--- config.mk ---
export PLATFORM = sky130hd
export DESIGN_NAME = uart_rx_sampler_flat
export DESIGN_NICKNAME = d
export VERILOG_FILES = /design/src/rtl/uart_rx_sampler_pkg.sv /design/src/rtl/uart_rx_sampler_if.sv /design/src/rtl/uart_rx_sync.sv /design/src/rtl/uart_rx_sampler.sv /design/src/flat_wrapper.sv
export SDC_FILE = /design/constraint.sdc
export NUM_CORES = 1
export LEC_CHECK = 0
export ABC_AREA = 0
export CAP_MARGIN = 25
export CORE_UTILIZATION = 30
export CTS_CLUSTER_DIAMETER = 30
export DETAILED_ROUTE_END_ITERATION = 6
export SYNTH_ARGS = -nofsm -noshare
export SYNTH_HDL_FRONTEND = slang
export SYNTH_SLANG_ARGS = --single-unit
--- constraint.sdc ---
create_clock -name clk_in -period 2.5 [get_ports clk_in]
set_input_delay 0.25 -clock clk_in [delete_from_list [all_inputs] [get_ports clk_in]]
set_output_delay 0.25 -clock clk_in [all_outputs]
set_load 0.02 [all_outputs]
--- src/rtl/uart_rx_sampler_pkg.sv ---
`default_nettype none
// +----------------------------------------------------------------------------+
// | uart_pkg - UART receive/transmit shared state encoding and frame constants  |
// | Rev 1.0                                                                     |
// +----------------------------------------------------------------------------+
package uart_pkg;

  localparam int unsigned C_DEFAULT_CLKS_PER_BIT = 868;
  localparam int unsigned C_DATA_BITS            = 8;

  typedef enum logic [2:0] {
    IDLE   = 3'd0,
    START  = 3'd1,
    DATA   = 3'd2,
    PARITY = 3'd3,
    STOP   = 3'd4
  } rx_state_e;

  function automatic logic majority3(input logic a, input logic b, input logic c);
    return (a & b) | (a & c) | (b & c);
  endfunction

endpackage
`default_nettype wire

--- src/rtl/uart_rx_sampler_if.sv ---
`default_nettype none
// +----------------------------------------------------------------------------+
// | uart_rx_sampler_if - received-byte valid/ready channel plus status pulses   |
// | Rev 1.0                                                                     |
// +----------------------------------------------------------------------------+
interface uart_rx_sampler_if;
  import uart_pkg::*;

  logic [C_DATA_BITS-1:0] rx_data_out;
  logic                   rx_valid_out;
  logic                   rx_ready_in;
  logic                   parity_err_out;
  logic                   frame_err_out;
  logic                   overrun_out;
  logic                   busy_out;

  modport master (
    output rx_data_out, rx_valid_out, parity_err_out, frame_err_out, overrun_out, busy_out,
    input  rx_ready_in
  );

  modport slave (
    input  rx_data_out, rx_valid_out, parity_err_out, frame_err_out, overrun_out, busy_out,
    output rx_ready_in
  );
endinterface
`default_nettype wire

--- src/rtl/uart_rx_sync.sv ---
`default_nettype none
// +----------------------------------------------------------------------------+
// | uart_rx_sync - two-flop synchroniser plus one-cycle-delayed copy for edges  |
// | Rev 1.0                                                                     |
// +----------------------------------------------------------------------------+
module uart_rx_sync (
  input  logic clk_i,
  input  logic rst_i,
  input  logic async_i,
  output logic sync_o,
  output logic prev_o
);

  logic meta_q, sync_q, prev_q;

  // Resetting to the idle level means a line already low at reset release still needs a 1->0 edge
  always_ff @(posedge clk_i) begin
    if (rst_i) begin
      meta_q <= 1'b1;
      sync_q <= 1'b1;
      prev_q <= 1'b1;
    end else begin
      meta_q <= async_i;
      sync_q <= meta_q;
      prev_q <= sync_q;
    end
  end

  assign sync_o = sync_q;
  assign prev_o = prev_q;

endmodule
`default_nettype wire

--- src/rtl/uart_rx_sampler.sv ---
`default_nettype none
// +----------------------------------------------------------------------------+
// | uart_rx_sampler - oversampling UART receiver with 3-sample majority voting  |
// | Rev 1.0                                                                     |
// +----------------------------------------------------------------------------+
module uart_rx_sampler
  import uart_pkg::*;
#(
  parameter int unsigned CLKS_PER_BIT = C_DEFAULT_CLKS_PER_BIT,
  parameter bit          PARITY_EN    = 1'b0,
  parameter bit          PARITY_ODD   = 1'b0
) (
  input  logic              clk_in,
  input  logic              rst_in,
  input  logic              rx_in,
  uart_rx_sampler_if.master rx_if
);

  localparam int unsigned     CW         = $clog2(CLKS_PER_BIT);
  localparam int unsigned     MID        = CLKS_PER_BIT / 2;
  localparam logic [CW-1:0]   C_LAST     = CW'(CLKS_PER_BIT - 1);
  localparam logic [CW-1:0]   C_S0       = CW'(MID - 1);
  localparam logic [CW-1:0]   C_S1       = CW'(MID);
  localparam logic [CW-1:0]   C_DEC      = CW'(MID + 1);
  localparam logic [2:0]      C_LAST_BIT = 3'(C_DATA_BITS - 1);

  logic                   w_rx_s, w_rx_p;
  logic                   w_vote, w_decide, w_bit_end, w_accept;
  rx_state_e              state_q;
  logic [CW-1:0]          cnt_q;
  logic [2:0]             bit_idx_q;
  logic [C_DATA_BITS-1:0] shift_q, data_q;
  logic [1:0]             samp_q;
  logic                   par_err_q, done_q, stop_ok_q;
  logic                   valid_q, perr_q, ferr_q, ovr_q, busy_q;

  uart_rx_sync u_sync (
    .clk_i   (clk_in),
    .rst_i   (rst_in),
    .async_i (rx_in),
    .sync_o  (w_rx_s),
    .prev_o  (w_rx_p)
  );

  assign w_bit_end = (cnt_q == C_LAST);
  assign w_decide  = (cnt_q == C_DEC);
  assign w_vote    = majority3(samp_q[1], samp_q[0], w_rx_s);
  assign w_accept  = valid_q & rx_if.rx_ready_in;

  always_ff @(posedge clk_in) begin
    if (rst_in) begin
      state_q   <= IDLE;
      cnt_q     <= '0;
      bit_idx_q <= '0;
      shift_q   <= '0;
      samp_q    <= '0;
      par_err_q <= 1'b0;
      done_q    <= 1'b0;
      stop_ok_q <= 1'b0;
      data_q    <= '0;
      valid_q   <= 1'b0;
      perr_q    <= 1'b0;
      ferr_q    <= 1'b0;
      ovr_q     <= 1'b0;
      busy_q    <= 1'b0;
    end else begin
      ferr_q <= 1'b0;
      ovr_q  <= 1'b0;
      done_q <= 1'b0;
      if (w_accept) valid_q <= 1'b0;

      // Stop-bit verdict from the previous cycle lands in the output register here
      if (done_q) begin
        if (!stop_ok_q) begin
          ferr_q <= 1'b1;
        end else if (!valid_q || w_accept) begin
          data_q  <= shift_q;
          perr_q  <= par_err_q;
          valid_q <= 1'b1;
        end else begin
          ovr_q <= 1'b1;
        end
      end

      if (cnt_q == C_S0) samp_q[1] <= w_rx_s;
      if (cnt_q == C_S1) samp_q[0] <= w_rx_s;
      if (state_q != IDLE) cnt_q <= w_bit_end ? '0 : cnt_q + CW'(1);

      case (state_q)
        IDLE: begin
          cnt_q <= '0;
          if (w_rx_p && !w_rx_s) begin
            state_q   <= START;
            bit_idx_q <= '0;
            par_err_q <= 1'b0;
            busy_q    <= 1'b1;
          end
        end
        START: begin
          if (w_decide && w_vote) begin
            state_q <= IDLE;
            cnt_q   <= '0;
            busy_q  <= 1'b0;
          end else if (w_bit_end) begin
            state_q <= DATA;
          end
        end
        DATA: begin
          if (w_decide) shift_q <= {w_vote, shift_q[C_DATA_BITS-1:1]};
          if (w_bit_end) begin
            bit_idx_q <= bit_idx_q + 3'd1;
            if (bit_idx_q == C_LAST_BIT) state_q <= PARITY_EN ? PARITY : STOP;
          end
        end
        PARITY: begin
          if (w_decide) par_err_q <= w_vote ^ (^shift_q) ^ PARITY_ODD;
          if (w_bit_end) state_q <= STOP;
        end
        STOP: begin
          if (w_decide) begin
            state_q   <= IDLE;
            cnt_q     <= '0;
            busy_q    <= 1'b0;
            done_q    <= 1'b1;
            stop_ok_q <= w_vote;
          end
        end
        default: begin
          state_q <= IDLE;
          busy_q  <= 1'b0;
        end
      endcase
    end
  end

  assign rx_if.rx_data_out    = data_q;
  assign rx_if.rx_valid_out   = valid_q;
  assign rx_if.parity_err_out = perr_q;
  assign rx_if.frame_err_out  = ferr_q;
  assign rx_if.overrun_out    = ovr_q;
  assign rx_if.busy_out       = busy_q;

endmodule
`default_nettype wire

--- src/flat_wrapper.sv ---
// flat-port wrapper written by rule: the top's interface ports become plain ports
module uart_rx_sampler_flat import uart_pkg::*;
#(
  parameter int unsigned CLKS_PER_BIT = C_DEFAULT_CLKS_PER_BIT,
  parameter bit          PARITY_EN    = 1'b0,
  parameter bit          PARITY_ODD   = 1'b0
)
  (clk_in, rst_in, rx_in, rx_if_rx_data_out, rx_if_rx_valid_out, rx_if_parity_err_out, rx_if_frame_err_out, rx_if_overrun_out, rx_if_busy_out, rx_if_rx_ready_in);
  uart_rx_sampler_if rx_if_i ();
  input  logic clk_in;
  input  logic rst_in;
  input  logic rx_in;
  output wire logic [$bits(rx_if_i.rx_data_out)-1:0] rx_if_rx_data_out;
  output wire logic [$bits(rx_if_i.rx_valid_out)-1:0] rx_if_rx_valid_out;
  output wire logic [$bits(rx_if_i.parity_err_out)-1:0] rx_if_parity_err_out;
  output wire logic [$bits(rx_if_i.frame_err_out)-1:0] rx_if_frame_err_out;
  output wire logic [$bits(rx_if_i.overrun_out)-1:0] rx_if_overrun_out;
  output wire logic [$bits(rx_if_i.busy_out)-1:0] rx_if_busy_out;
  input wire logic [$bits(rx_if_i.rx_ready_in)-1:0] rx_if_rx_ready_in;
  assign rx_if_rx_data_out = rx_if_i.rx_data_out;
  assign rx_if_rx_valid_out = rx_if_i.rx_valid_out;
  assign rx_if_parity_err_out = rx_if_i.parity_err_out;
  assign rx_if_frame_err_out = rx_if_i.frame_err_out;
  assign rx_if_overrun_out = rx_if_i.overrun_out;
  assign rx_if_busy_out = rx_if_i.busy_out;
  assign rx_if_i.rx_ready_in = rx_if_rx_ready_in;
  uart_rx_sampler #(.CLKS_PER_BIT(CLKS_PER_BIT), .PARITY_EN(PARITY_EN), .PARITY_ODD(PARITY_ODD)) u_core (.clk_in(clk_in), .rst_in(rst_in), .rx_in(rx_in), .rx_if(rx_if_i));
endmodule
==> flow_summary.yaml, run 1 <==
floorplan:
  coreArea_mm2: 0.00635
  num_io_pins: 17
  row_count: 29
  die_w_um: 83.3
  die_y_um: 83.3
  start_util: 0.312
  die_area_mm2: 0.00694
pwr:
  vdd_drop_max_v: 0.000248
  leakage_nw: 0.835
  p_total_mw: 1.20
  power.density_mw_per_mm2: 526
timing:
  drv_slew: 0
  finalClockSkew_ns: 0.00751
  rsz0062_at_grt: "no"
  layout_min_cycle_time_ns: 2.14
  fmax_ghz: 0.468
  setup_viol: 0
  hold_viol_final: 0
  whs_ns: 0.418
  worst_slew_pin_slew_ns: 0.443
  final.setup.tns_ns: 0
  post-route-period-util: 0.854
  slew_headroom: 0.705
setup_path:
  crit_family: "simple AND/OR/NAND/NOR gates"
  critical_path_class: "reg2reg"
  start_kind: "flop"
  cp.arrival_ns: 2.32
  crit_chain: "ha_1 -> nor3b_4 -> nand2_1 -> or4b_1 -> mux2i_1 -> nor2_1"
  crit_fanout: 8
  cp.required_ns: 2.68
  critPathSlowestCell: "or4b_1"
  cp_num_buf_inv: 0
  cp_slowest_stage_delay_ns: 0.76
  endpoint_kind: "flop"
logic_synthesis:
  syn_avg_cell_area_um2: 9.63
  yosysWarningCount: 0
  synth.distinct_cells: 41
  seq_area_frac_synth: 0.454
  netlist_area_mm2: 0.00198
  syn-num-nets: 215
  synth_ff_type: "dfxtp_1"
  synthCells: 206
  synth-edff-count: 0
  ys_ff_latch: 45
  async_flop_share: 0
final_layout:
  layout_common_cells: "dfxtp_1, nor2_1, mux2i_1, clkdlybuf4s50_1, xnor2_1"
  nFillCells: 646
  stdcell_count: 298
  fin_nets: 229
  regArea_um2: 901
  final_util: 0.361
  diodes: 0
  multiInputGateArea_um2: 1000
  drive_above_1_share: 0.0950
  final_common_cell: "dfxtp_1"
  area_growth_pct: 15.5
global_route:
  track_usage: 0.106
  grt_overflow: 0
  grt_max_degree: 36
  grt_pass1_vias: 1348
  grt_pass1_wl_um: 6060
  antenna_found_initial: 0
clocking:
  cts.htree.levels: 2
  cts-root-buf: "clkbuf_8"
  cts_tree: "yes"
  cts.sinks: 45
  cts_buffers: 5
  clk_path_buf_depth: 2
  postCtsHoldBufs: 0
  path_clk_slew_ns: 0.09
  cts_resized: 0
  post_cts_buffers: 0
  clock_latency_ns: 0.30
drt:
  drtPass1Iterations: 4
  vias: 1416
  drc: 0
  drt_iter0_drc: 34
  wire_per_inst_um: 11.2
  routed_wl_um: 3340
  viasPerCell: 4.75
  antenna_left: 0
worst_hold_path:
  hold_path_class: "reg2reg"
placed_design:
  post-dp-hpwl_um: 2380
  gp_congestion: 0.781
  dp_cells: 290
  io_buffers: 16
run:
  max_cap_viol_count: 0
outcome:
  status: "completed"
path summary, 6_finish.rpt:
path | to | slack (ns) | start | cells past startpoint
max | u_core.shift_q[3] | 0.36 | u_core.cnt_q[0] | 6
min | u_core.u_sync.sync_o | 0.42 | u_core.u_sync.meta_q | 1
max reg2reg | u_core.shift_q[3] | 0.36 | u_core.cnt_q[0] | 6
min reg2reg | u_core.u_sync.sync_o | 0.42 | u_core.u_sync.meta_q | 1
cells by family (layout without fill, tap and decap cells):
logic type,Yosys count,in the layout,synth area share
flops,45,45,0.454
buf+inv,16,31,0.0416
xor+xnor,16,16,0.0776
simple gates,84,84,0.227
fa+ha+maj,6,6,0.0366
compound gates,19,19,0.0618
mux,20,20,0.101
synthesized netlist by cell type (all sizes together), types with 4 or more instances:
cell type	count	share of area
xor2	5	0.022
mux2i	20	0.10
nor3	4	0.010
or2	5	0.016
xnor2	10	0.044
clkbuf	7	0.013
a21oi	9	0.023
nand2	9	0.017
nand3	9	0.023
ha	5	0.032
dfxtp	45	0.45
nor2	34	0.064
nand4	6	0.019
buf	6	0.023
stage by stage:
| stage | setup slack [ns] | instance area (µm²) |
|---|---|---|
| detailed placement | 0.380 | 2200 |
| floorplan | 0.518 | 1980 |
| global route | 0.193 | 2290 |
| CTS | 0.363 | 2290 |
| finish | 0.365 | 2290 |
| global placement | 0.414 | 2200 |
layout make-up:
cell class / count / share of cell area
multi-input cells: 145 / 0.437
well taps: 77 / 0.0421
clock buffers: 5 / 0.0301
flip-flops and latches: 45 / 0.393
clock inverters: 3 / 0.00984
inverters: 3 / 0.00492
repair buffers: 20 / 0.0831
metal layers:
metal	global-route usage	wire length, µm
met1	0.139	1720
met5	0	0
met3	0.0268	100
met4	0.0423	63
met2	0.168	1460
worst reg2reg max path, stage by stage (launching register included):
cell,delay [ns]
dfxtp_1,0.43
ha_1,0.24
nor3b_4,0.20
nand2_1,0.10
or4b_1,0.76
mux2i_1,0.24
nor2_1,0.05
report_power, final:
part	leakage (nW)	switching (mW)	internal (mW)
sequential	0.363	0.00350	0.720
combinational	0.423	0.0192	0.0127
clock	0.0481	0.251	0.198
registers in the layout, indices dropped and copies added, names as in the netlist:
signal and count:
u_core.bit_idx_q 3, u_core.done_q 1, u_core.state_q 3, u_core.rx_if.parity_err_out 1, u_core.u_sync.sync_o 1, u_core.u_sync.prev_o 1
u_core.shift_q 8, u_core.rx_if.busy_out 1, u_core.u_sync.meta_q 1, u_core.rx_if.rx_valid_out 1, u_core.rx_if.rx_data_out 8, u_core.rx_if.frame_err_out 1
u_core.par_err_q 1, u_core.cnt_q 10, u_core.rx_if.overrun_out 1, u_core.samp_q 2, u_core.stop_ok_q 1
Power figures use the tool's default switching activity.
==> inputs of run 2 (changes only) <==
- CTS_BUF_LIST: unset -> sky130_fd_sc_hd__clkbuf_2
==> flow_summary.yaml, run 2 (same netlist as run 1, synthesis figures left out) <==
setup_path:
  crit_fanout: 8
  critical_path_class: "reg2reg"
  rr_endpoint: "u_core.shift_q[7]"
  reg2regPathDepth: 6
  endpoint_kind: "flop"
  cp.arrival_ns: 2.46
  r2r_start: "u_core.cnt_q[0]"
  start_kind: "flop"
  cp.required_ns: 2.83
  ff2ff_setup_slack_ns: 0.37
timing:
  finalClockSkew_ns: 0.0231
  worst_slew_pin_slew_ns: 0.446
  fmax_ghz: 0.469
  hold_viol_final: 0
  rsz0062_at_grt: "no"
  layout_min_cycle_time_ns: 2.13
  post-route-period-util: 0.853
  slew_headroom: 0.703
  setup_viol: 0
  final.setup.tns_ns: 0
  drv_slew: 0
drt:
  drt_iter0_drc: 57
  vias: 1408
  routed_wl_um: 3350
  wire_per_inst_um: 11.2
  antenna_left: 0
  drtPass1Iterations: 5
  viasPerCell: 4.72
  drc: 0
final_layout:
  final_common_cell: "dfxtp_1"
  fin_area_mm2: 0.00225
  multiInputGateArea_um2: 1000
  area_growth_pct: 13.2
  regMostFlops: "u_core.cnt_q"
  diodes: 0
  regArea_um2: 901
  fin_nets: 229
  largest_register_ffs: 10
  layout_common_cells: "dfxtp_1, nor2_1, mux2i_1, clkdlybuf4s50_1, xnor2_1"
  drive_above_1_share: 0.0950
  nFillCells: 646
worst_hold_path:
  worstHoldStart: "rx_in"
  hold_path_class: "in2reg"
  holdPathStages: 2
  min_to: "u_core.u_sync.meta_q"
clocking:
  cts-root-buf: "clkbuf_2"
  cts_tree: "yes"
  cts.htree.levels: 2
  cts.sinks: 45
  post_cts_buffers: 0
  clock_latency_ns: 0.42
  cts_resized: 0
  path_clk_slew_ns: 0.22
  clk_path_buf_depth: 2
  postCtsHoldBufs: 0
  cts_buffers: 5
floorplan:
  coreArea_mm2: 0.00635
  die_w_um: 83.3
  row_count: 29
  die_area_mm2: 0.00694
  die_y_um: 83.3
  start_util: 0.312
  num_io_pins: 17
pwr:
  vdd_drop_max_v: 0.000280
  power.density_mw_per_mm2: 478
  leakage_nw: 0.819
placed_design:
  io_buffers: 16
  post-dp-hpwl_um: 2380
  gp_congestion: 0.781
  post_dp_cell_area_mm2: 0.00220
global_route:
  track_usage: 0.107
  grt_overflow: 0
  antenna_found_initial: 0
  grt_max_degree: 36
  grt_pass1_wl_um: 6090
  grt_pass1_vias: 1349
outcome:
  status: "completed"
run:
  max_cap_viol_count: 0
-- run 2: cell counts in the layout (fill, tap and decap cells not counted) --
Identical to the previous run, type by type.
-- run 2: per-layer routing --
metal | GRT usage | vias up | part of all wire
met3 | 0.0268 | 6 | 0.025
met1 | 0.142 | 654 | 0.53
li1 | - | 733 | -
met2 | 0.163 | 15 | 0.42
met4 | 0.0455 | 0 | 0.019
met5 | 0 | - | 0
-- run 2: how the worst max path moves through the flow --
stage	start	to	slack, ns
floorplan	u_core.cnt_q[0]	u_core.shift_q[5]	0.52
global placement	u_core.cnt_q[7]	u_core.shift_q[7]	0.41
detailed placement	u_core.cnt_q[0]	u_core.shift_q[3]	0.38
CTS	u_core.cnt_q[0]	u_core.shift_q[7]	0.37
global route	u_core.cnt_q[0]	u_core.shift_q[6]	0.20
finish	u_core.cnt_q[0]	u_core.shift_q[7]	0.37
-- run 2: critical path: stages, from the launching register on --
cell	delay [ns]
dfxtp_1	0.48
ha_1	0.23
nor3b_4	0.20
nand2_1	0.10
or4b_1	0.76
mux2i_1	0.23
nor2_1	0.05
-- run 2: layout make-up --
| type | instances | share of cell area |
|---|---|---|
| Timing Repair Buffer | 20 | 0.0847 |
| Tap cell | 77 | 0.0429 |
| Sequential cell | 45 | 0.401 |
| Multi-Input combinational cell | 145 | 0.445 |
| Clock inverter | 3 | 0.0100 |
| Clock buffer | 5 | 0.0111 |
| Inverter | 3 | 0.00501 |
-- run 2: power by group --
part | leakage (nW) | switching [mW] | internal (mW)
Clock | 0.0329 | 0.244 | 0.0715
Combinational | 0.423 | 0.0194 | 0.0127
Sequential | 0.363 | 0.00353 | 0.723
-- run 2: metrics by stage --
step                power [mW]  setup slack (ns)  utilization  std cells  hold slack [ns]
floorplan                0.762             0.518            -        206            0.354
global placement         0.773             0.414        0.346        290            0.395
detailed placement       0.773             0.380        0.346        290            0.403
CTS                       1.09             0.366        0.354        298            0.356
global route              1.13             0.198        0.354        298            0.350
finish                    1.07             0.368        0.354        298            0.382
==> inputs of run 3 (changes only) <==
- SETUP_SLACK_MARGIN: unset -> 0.15
==> results of run 3 <==
No change in the layout: final DEF, timing and power equal those of run 2.
